$ cat src/rtl/ps2_key_tracker.sv
// PS/2 Set-2 key tracker: decodes make/break/E0 sequences, keeps a held-key table, emits key events.
// Optional build macro PS2_KT_REPEAT_EN: typematic repeats of held keys also produce make events.
module ps2_key_tracker #(
    parameter int NUM_SLOTS      = 4,
    parameter int PREFIX_TIMEOUT = 50000
) (
    input  logic                             CLOCK_50,
    input  logic                             reset,
    input  logic [7:0]                       rx_data,
    input  logic                             rx_valid,
    input  logic                             clear_ovf,
    output logic                             evt_valid,
    output logic [8:0]                       evt_code,
    output logic                             evt_make,
    output logic [9*NUM_SLOTS-1:0]           slot_code,
    output logic [NUM_SLOTS-1:0]             slot_valid,
    output logic [$clog2(NUM_SLOTS+1)-1:0]   held_count,
    output logic                             ovf,
    output logic [7:0]                       last_code
);

    localparam int CW = $clog2(NUM_SLOTS + 1);
    localparam int TW = (PREFIX_TIMEOUT > 1) ? $clog2(PREFIX_TIMEOUT) : 1;
    localparam int IW = (NUM_SLOTS > 1) ? $clog2(NUM_SLOTS) : 1;
    localparam logic [TW-1:0] CNT_MAX = TW'((PREFIX_TIMEOUT > 0) ? PREFIX_TIMEOUT - 1 : 0);
`ifdef PS2_KT_REPEAT_EN
    localparam logic REPEAT_EMIT = 1'b1;
`else
    localparam logic REPEAT_EMIT = 1'b0;
`endif

    typedef enum logic [1:0] {S_IDLE, S_EXT, S_BRK, S_EXT_BRK} state_t;

    state_t                        r_state;
    state_t                        w_state_nxt;
    logic [TW-1:0]                 r_cnt;
    logic                          r_evt_valid;
    logic [8:0]                    r_evt_code;
    logic                          r_evt_make;
    logic [NUM_SLOTS-1:0][8:0]     r_slot_code;
    logic [NUM_SLOTS-1:0]          r_slot_valid;
    logic [CW-1:0]                 r_held;
    logic                          r_ovf;
    logic [7:0]                    r_last;

    logic                          w_timeout;
    logic                          w_evt;
    logic                          w_ext;
    logic                          w_make;
    logic                          w_ignored;
    logic [8:0]                    w_key;
    logic [NUM_SLOTS-1:0]          w_hit;
    logic                          w_any_free;
    logic [IW-1:0]                 w_free_idx;
    logic [NUM_SLOTS-1:0][8:0]     w_code_nxt;
    logic [NUM_SLOTS-1:0]          w_valid_nxt;
    logic [CW-1:0]                 w_held_nxt;
    logic                          w_ovf_set;
    logic                          w_emit;

    assign w_timeout = (PREFIX_TIMEOUT != 0) && (r_state != S_IDLE) && (r_cnt == CNT_MAX);
    assign w_ignored = (rx_data == 8'hAA) || (rx_data == 8'hFA) || (rx_data == 8'hFE) ||
                       (rx_data == 8'hEE) || (rx_data == 8'h00) || (rx_data == 8'hFF) ||
                       (rx_data == 8'hE1);
    assign w_key     = {w_ext, rx_data};

    // Prefix FSM next state and decoded key event
    always_comb begin
        w_state_nxt = r_state;
        w_evt       = 1'b0;
        w_ext       = 1'b0;
        w_make      = 1'b0;
        if (rx_valid) begin
            case (r_state)
                S_IDLE: begin
                    if (rx_data == 8'hE0) begin
                        w_state_nxt = S_EXT;
                    end else if (rx_data == 8'hF0) begin
                        w_state_nxt = S_BRK;
                    end else if (w_ignored) begin
                        w_state_nxt = S_IDLE;
                    end else begin
                        w_evt  = 1'b1;
                        w_make = 1'b1;
                    end
                end
                S_EXT: begin
                    if (rx_data == 8'hF0) begin
                        w_state_nxt = S_EXT_BRK;
                    end else if (rx_data == 8'hE0) begin
                        w_state_nxt = S_EXT;
                    end else begin
                        w_evt       = 1'b1;
                        w_ext       = 1'b1;
                        w_make      = 1'b1;
                        w_state_nxt = S_IDLE;
                    end
                end
                S_BRK: begin
                    w_evt       = 1'b1;
                    w_state_nxt = S_IDLE;
                end
                S_EXT_BRK: begin
                    w_evt       = 1'b1;
                    w_ext       = 1'b1;
                    w_state_nxt = S_IDLE;
                end
                default: w_state_nxt = S_IDLE;
            endcase
        end else if (w_timeout) begin
            w_state_nxt = S_IDLE;
        end else begin
            w_state_nxt = r_state;
        end
    end

    // Held-key table lookup, lowest free slot search and next table contents
    always_comb begin
        w_any_free  = 1'b0;
        w_free_idx  = '0;
        w_code_nxt  = r_slot_code;
        w_valid_nxt = r_slot_valid;
        w_ovf_set   = 1'b0;
        w_emit      = 1'b0;
        w_held_nxt  = '0;
        for (int i = 0; i < NUM_SLOTS; i++) begin
            w_hit[i] = r_slot_valid[i] && (r_slot_code[i] == w_key);
        end
        for (int i = NUM_SLOTS - 1; i >= 0; i--) begin
            if (!r_slot_valid[i]) begin
                w_any_free = 1'b1;
                w_free_idx = IW'(i);
            end else begin
                w_any_free = w_any_free;
            end
        end
        if (w_evt) begin
            if (!w_make) begin
                w_valid_nxt = r_slot_valid & ~w_hit;
                w_emit      = 1'b1;
            end else if (|w_hit) begin
                w_emit = REPEAT_EMIT;
            end else if (w_any_free) begin
                w_code_nxt[w_free_idx]  = w_key;
                w_valid_nxt[w_free_idx] = 1'b1;
                w_emit                  = 1'b1;
            end else begin
                w_ovf_set = 1'b1;
                w_emit    = 1'b1;
            end
        end else begin
            w_emit = 1'b0;
        end
        for (int i = 0; i < NUM_SLOTS; i++) begin
            w_held_nxt = w_held_nxt + CW'(w_valid_nxt[i]);
        end
    end

    // FSM state and prefix timeout counter
    always_ff @(posedge CLOCK_50 or posedge reset) begin
        if (reset) begin
            r_state <= S_IDLE;
            r_cnt   <= '0;
        end else begin
            r_state <= w_state_nxt;
            if (rx_valid || (r_state == S_IDLE) || w_timeout) begin
                r_cnt <= '0;
            end else begin
                r_cnt <= r_cnt + TW'(1);
            end
        end
    end

    // Registered event outputs, table, overflow flag and raw byte
    always_ff @(posedge CLOCK_50 or posedge reset) begin
        if (reset) begin
            r_evt_valid  <= 1'b0;
            r_evt_code   <= 9'h000;
            r_evt_make   <= 1'b0;
            r_slot_code  <= '0;
            r_slot_valid <= '0;
            r_held       <= '0;
            r_ovf        <= 1'b0;
            r_last       <= 8'h00;
        end else begin
            r_evt_valid  <= w_emit;
            if (w_emit) begin
                r_evt_code <= w_key;
                r_evt_make <= w_make;
            end
            r_slot_code  <= w_code_nxt;
            r_slot_valid <= w_valid_nxt;
            r_held       <= w_held_nxt;
            if (w_ovf_set) begin
                r_ovf <= 1'b1;
            end else if (clear_ovf) begin
                r_ovf <= 1'b0;
            end
            if (rx_valid) begin
                r_last <= rx_data;
            end
        end
    end

    assign evt_valid  = r_evt_valid;
    assign evt_code   = r_evt_code;
    assign evt_make   = r_evt_make;
    assign slot_code  = r_slot_code;
    assign slot_valid = r_slot_valid;
    assign held_count = r_held;
    assign ovf        = r_ovf;
    assign last_code  = r_last;

endmodule

$ cat config.mk
export PLATFORM = sky130hd
export DESIGN_NAME = ps2_key_tracker
export DESIGN_NICKNAME = d
export VERILOG_FILES = /design/src/rtl/ps2_key_tracker.sv
export SDC_FILE = /design/constraint.sdc
export NUM_CORES = 1
export LEC_CHECK = 0
export BUFFER_PORTS_ARGS = -buffer_cell sky130_fd_sc_hd__buf_2
export CAP_MARGIN = 20
export CELL_PAD_IN_SITES_DETAIL_PLACEMENT = 0
export CELL_PAD_IN_SITES_GLOBAL_PLACEMENT = 1
export CORE_ASPECT_RATIO = 1.25
export CORE_MARGIN = 1.5
export CORE_UTILIZATION = 40
export DETAILED_ROUTE_END_ITERATION = 12
export PLACE_DENSITY_LB_ADDON = 0.1
export SLEW_MARGIN = 5
export SYNTH_ARGS = -nofsm -noshare
export SYNTH_HDL_FRONTEND = slang
export SYNTH_SLANG_ARGS = --single-unit
export TNS_END_PERCENT = 10
$ cat constraint.sdc
create_clock -name CLOCK_50 -period 3.2 [get_ports CLOCK_50]
set_input_delay 0.64 -clock CLOCK_50 [delete_from_list [all_inputs] [get_ports CLOCK_50]]
set_output_delay 0.64 -clock CLOCK_50 [all_outputs]
set_load 0.02 [all_outputs]
==> results of run 1 <==
==> through the flow <==
| step | TNS, ns | power, uW | setup slack [ns] | hold slack (ns) | area, um2 |
|---|---|---|---|---|---|
| after floorplan | -0.217 | 1480 | -0.156 | 0.424 | 4210 |
| after global placement | -0.771 | 1630 | -0.342 | 0.440 | 4970 |
| after detailed placement | -0.861 | 1640 | -0.380 | 0.464 | 4970 |
| after CTS | 0 | 2790 | 0.0165 | 0.389 | 5300 |
| after global routing | -0.0376 | 2880 | -0.0376 | 0.415 | 5330 |
| final | 0 | 2760 | 0.0532 | 0.364 | 5330 |
==> where the power goes <==
group	internal, uW	total (uW)	switching, uW
Combinational	196	459	263
Sequential	1100	1160	62.0
Clock	743	1140	397
Total	2040	2760	722
==> flip-flops by register name, summed over array words and instances, names as in the netlist <==
register	flops
slot_code	36
r_cnt	16
evt_code	9
last_code	8
slot_valid	4
held_count	3
r_state	2
evt_make	1
evt_valid	1
ovf	1
==> cell families (layout without fill, tap and decap cells) <==
kind of cell	Yosys count	count (layout)	synth area share (%)
simple gates	110	110	14.0
xor+xnor	50	50	10.5
mux	37	37	11.6
compound gates	52	52	9.29
fa+ha+maj	4	4	1.38
buf+inv	44	151	4.42
flops	81	81	48.7
==> routing by layer <==
layer / track usage, % / up-vias
met5: 0 / -
met4: 9.35 / 0
met3: 4.33 / 14
met2: 32.9 / 61
met1: 24.9 / 1594
li1: - / 1526
==> cells in the final DEF, fill, tap and decap left out, types with 6 or more instances in the layout <==
cell       count
mux2_4        18
clkbuf_16      9
and3_1         7
or3_1          7
o21ai_0       13
xnor2_1       24
buf_4         37
dfrtp_1       81
nand4_1        6
nor2_1        25
o311ai_0       7
mux2_2        18
nand2_1       25
buf_2         74
xor2_1        26
inv_1         20
nand3_1        9
==> how the worst max path moves through the flow <==
stage	start	to	slack, ns	depth (start not counted)
after floorplan	rx_data[4]	held_count[1]$_DFF_PP0_	-0.16	11
after global placement	rx_data[1]	held_count[1]$_DFF_PP0_	-0.34	11
after detailed placement	rx_data[1]	held_count[1]$_DFF_PP0_	-0.38	11
after CTS	rx_data[1]	held_count[1]$_DFF_PP0_	0.02	11
after global routing	rx_data[1]	held_count[1]$_DFF_PP0_	-0.04	11
final	rx_data[1]	held_count[1]$_DFF_PP0_	0.05	10
==> synth_stat cells, types with 3 or more instances <==
cell type | instances | share of area [%]
xnor2_1 | 24 | 5.1
ha_1 | 3 | 0.90
dfrtp_1 | 81 | 49
nor2_1 | 26 | 2.3
nand3_1 | 9 | 1.1
and2_1 | 3 | 0.45
and3_1 | 8 | 1.2
nand2_1 | 25 | 2.3
clkbuf_1 | 12 | 1.1
xor2_1 | 26 | 5.5
inv_1 | 21 | 1.9
nor4_1 | 5 | 0.75
or3_1 | 7 | 1.1
nor2b_1 | 4 | 0.60
nor3_1 | 6 | 0.72
o311ai_0 | 7 | 1.5
o21ai_0 | 13 | 1.6
buf_2 | 9 | 1.1
o211ai_1 | 3 | 0.54
a31oi_1 | 5 | 0.75
o22ai_1 | 5 | 0.75
mux2_4 | 18 | 6.5
mux2_2 | 18 | 4.9
nand4_1 | 6 | 0.90
==> worst reg2reg max path: cells and delay by family, from the launching register on <==
kind / cells / cell delay, ns
compound gates: 1 / 0.21
fa+ha+maj: 3 / 0.96
simple gates: 5 / 1.05
xor+xnor: 1 / 0.18
flops: 1 / 0.42
==> final cells by class <==
type / count / area share, %
clock buffer: 13 / 5.07
clock inverter: 2 / 1.13
inverter: 21 / 1.50
multi-input combinational: 253 / 37.6
sequential: 81 / 38.0
tap: 129 / 3.03
timing repair buffer: 115 / 13.7
==> what timing repair did <==
action                     4_1_cts  5_1_grt
hold endpoints to repair         0        0
cloned                           0        0
resized for setup                2        4
setup endpoints to repair        1        2
pin swaps                        1        1
==> out/qor.yml, run 1 <==
cells_and_area:
  seqCellArea_um2: 2030
  stdcell_count: 614
  antenna_cells: 0
  multi_input_area_um2: 2010
  final_util_pct: 52.8
  nNetsFinal: 497
  area_growth_pct: 28.2
  fillers: 919
  drive_gt1_share_pct: 37.1
setup_path:
  arrival_ns: 3.36
  ff2ff_path_depth: 10
  cp_max_fo: 3
  worst_setup_path_end_kind: "register"
  reg2reg_slack_ns: 0.26
  required_ns: 3.42
  crit_chain: "buf_2 -> or4_4 -> or4_4 -> a21oi_2 -> o31a_1 -> nor3_4 -> o32a_1 -> fa_1 -> ha_1 -> ha_1"
  timing.rr.start: "slot_code[23]$_DFFE_PP0P_"
  path_class: "primary input to register"
  worstSetupStartpointType: "primary input"
  critical-path-top-delay-family: "simple AND/OR/NAND/NOR gates"
  slowest_stage: "or4_4"
  crit_buf_inv: 1
  regToRegEndpoint: "held_count[1]$_DFF_PP0_"
  max_stage_delay_ns: 0.54
floorplanning:
  ios: 75
  core-area_um2: 10100
  dieArea_um2: 11000
  rows: 41
  start_util_pct: 41.2
  fp.dieH_um: 117
  dieWidth_um: 94.2
synthesis:
  synth-async-reset-ratio_pct: 100
  synthCells: 378
  yosys_warnings: 0
  seq_area_frac_synth_pct: 48.7
  synthFlopType: "dfrtp_1"
  ys_ff_latch: 81
  synth_edf_count: 0
  yosysUniqueCellTypes: 53
  syn_area_um2: 4160
  synth_area_per_cell_um2: 11.0
  syn_nets: 394
routing:
  dr_wl_met3_um: 362
  wl_met1_mm: 4.59
  wl_per_cell_um: 16.9
  wl_met2_mm: 5.16
  viasPerCell: 5.20
  dr_total_vias: 3195
  firstDrtPassIters: 4
  postRouteAntennaNets: 0
  drc: 0
  wirelength_mm: 10.4
  highest_layer: "met4"
  drt-initial-drc-count: 97
sta:
  post-route-period-util_pct: 98.3
  rsz0062_at_grt: "true"
  setup_violations: 0
  hold_viol: 0
  max_freq_mhz: 318
  skew_ns: 0.00623
  fin_crit_ns: 3.15
  tightest_slew_ns: 0.634
  drv_slew: 0
  max-slew-margin-rel_pct: 57.7
clock_network:
  clockBufferDepth: 2
  numCtsBuffers: 9
  htreeDepth: 3
  cts.sinks: 81
  tritoncts: "yes"
  path_clk_slew_ns: 0.06
  cts_hold_buf: 0
  cts_root_buf: "clkbuf_16"
  insertion_delay_ns: 0.34
  cts_setup_buffers: 0
global_routing:
  grt_pass1_wl_mm: 16.6
  grt_pass1_vias: 3257
  grt_usage_pct: 19.9
  antenna_found_initial: 0
  overflow: 0
  grt_max_degree: 48
placement:
  place_inst: 598
  place_hpwl_mm: 7.44
  portBuffers: 74
  gp_congestion: 0.837
run:
  maxCapViolations: 0
power:
  peakVddDrop_mv: 0.313
  power_density_nw_per_um2: 518
  p_leak_uw: 0.00250
outcome:
  status: "completed"
worst_hold_path:
  worstHoldPathType: "primary input to asynchronous set/reset pin"
Note: power is estimated with default switching activity, not from simulation.
==> run 2, diff against run 1 <==
==> constraint.sdc (replaced) <==
create_clock -name CLOCK_50 -period 3.2 [get_ports CLOCK_50]
set_input_delay 0.64 -clock CLOCK_50 [delete_from_list [all_inputs] [get_ports CLOCK_50]]
set_output_delay 0.64 -clock CLOCK_50 [all_outputs]
set_load 0.05 [all_outputs]
==> out/qor.yml, run 2 (synthesis results as in run 1) <==
outcome:
  status: "completed"
placement:
  place_hpwl_mm: 7.37
  placed_cell_area_um2: 4950
  gp_congestion: 0.810
  portBuffers: 74
  place_inst: 596
setup_path:
  regToRegEndpoint: "held_count[1]$_DFF_PP0_"
  worstSetupStartpoint: "rx_data[1]"
  required_ns: 3.43
  reg2reg_slack_ns: 0.33
  worst_setup_path_end_kind: "register"
  timing.rr.start: "slot_code[23]$_DFFE_PP0P_"
  worstSetupStartpointType: "primary input"
  ff2ff_path_depth: 10
  arrival_ns: 3.35
  path_class: "primary input to register"
  cp_max_fo: 3
sta:
  max_freq_mhz: 321
  skew_ns: 0.00485
  fin_crit_ns: 3.12
  setup_violations: 0
  tightest_slew_ns: 0.447
  post-route-period-util_pct: 97.5
  rsz0062_at_grt: "false"
  hold_viol: 0
  max-slew-margin-rel_pct: 70.2
  drv_slew: 0
  holdWs_ns: 0.376
cells_and_area:
  nNetsFinal: 503
  design_area_um2: 5420
  layout_common_cells: "dfrtp_1, buf_2, buf_4"
  antenna_cells: 0
  drive_gt1_share_pct: 38.6
  area_growth_pct: 30.4
  stdcell_count: 621
  largest_reg_flops: 36
  final_util_pct: 53.7
  layout_commonest_cell: "dfrtp_1"
clock_network:
  tritoncts: "yes"
  cts_hold_buf: 0
  path_clk_slew_ns: 0.06
  clockBufferDepth: 2
  insertion_delay_ns: 0.34
  cts_root_buf: "clkbuf_16"
  numCtsBuffers: 9
  htreeDepth: 3
  cts.sinks: 81
global_routing:
  overflow: 0
  antenna_found_initial: 0
  grt_usage_pct: 20.4
  grt_pass1_wl_mm: 17.0
  grt_pass1_vias: 3307
  grt_max_degree: 82
run:
  maxCapViolations: 0
worst_hold_path:
  worstHoldPathType: "primary input to asynchronous set/reset pin"
routing:
  firstDrtPassIters: 4
  viasPerCell: 5.16
  drc: 0
  drt-initial-drc-count: 120
  dr_total_vias: 3202
  wirelength_mm: 10.4
  wl_per_cell_um: 16.7
  postRouteAntennaNets: 0
floorplanning:
  core-area_um2: 10100
  fp.dieH_um: 117
  dieWidth_um: 94.2
  dieArea_um2: 11000
  start_util_pct: 41.2
  ios: 75
  rows: 41
power:
  power_density_nw_per_um2: 552
  peakVddDrop_mv: 0.307
  p_leak_uw: 0.00254
  total_power_uw: 3000
run 2: cell types whose count changed in the layout (fill, tap and decap cells not counted), sizes merged:
cell	before	now
buf	115	121
bufinv	2	3
clkinv	1	2
clkbuf	13	11
clkinvlp	0	1
run 2: per-layer routing:
metal	part of all wire [%]	track usage [%]	vias to the layer above
li1	-	-	1538
met3	3.1	4.07	11
met4	1.5	6.87	0
met1	46	26.7	1598
met2	50	33.7	55
met5	0	0	-
run 2: how the worst max path moves through the flow:
stage	slack (ns)	cells past startpoint	to
CTS	0.0007	11	held_count[1]$_DFF_PP0_
detailed placement	-0.43	11	held_count[1]$_DFF_PP0_
floorplan	-0.16	11	held_count[1]$_DFF_PP0_
global route	0.02	12	held_count[1]$_DFF_PP0_
finish	0.08	11	held_count[1]$_DFF_PP0_
global placement	-0.35	11	held_count[1]$_DFF_PP0_
run 2: final cells by class:
| type | instances | area, um2 |
|---|---|---|
| fill | 947 | 4680 |
| tap | 129 | 161 |
| multi-input combinational | 253 | 2040 |
| inverter | 21 | 80.1 |
| timing repair buffer | 121 | 772 |
| sequential | 81 | 2030 |
| clock inverter | 5 | 103 |
| clock buffer | 11 | 243 |
run 2: critical path: stages:
cell and delay (ns):
buf_2 0.11, or4_4 0.54, or4_4 0.44, a21oi_4 0.14, o31a_1 0.20, buf_6 0.13
nor3_4 0.04, o32a_1 0.20, fa_1 0.55, ha_2 0.19, ha_4 0.19
run 2: power breakdown:
part	leakage [uW]	switching [uW]	internal (uW)
combinational	0.00133	432	199
clock	0.000166	421	783
sequential	0.00104	62.7	1100
run 2: stage by stage:
stage,setup WS [ns],TNS [ns]
floorplan,-0.158,-0.219
global placement,-0.352,-0.802
detailed placement,-0.429,-1.20
CTS,0.000748,0
global route,0.0219,0
finish,0.0815,0
run 2: timing repair:
item / in CTS / in global routing
gates cloned: 0 / 0
setup endpoints to repair: 1 / 2
pin swaps: 2 / 9
setup buffers: 2 / 6
endpoints found under the hold margin: 0 / 0
gates resized for setup: 5 / 7
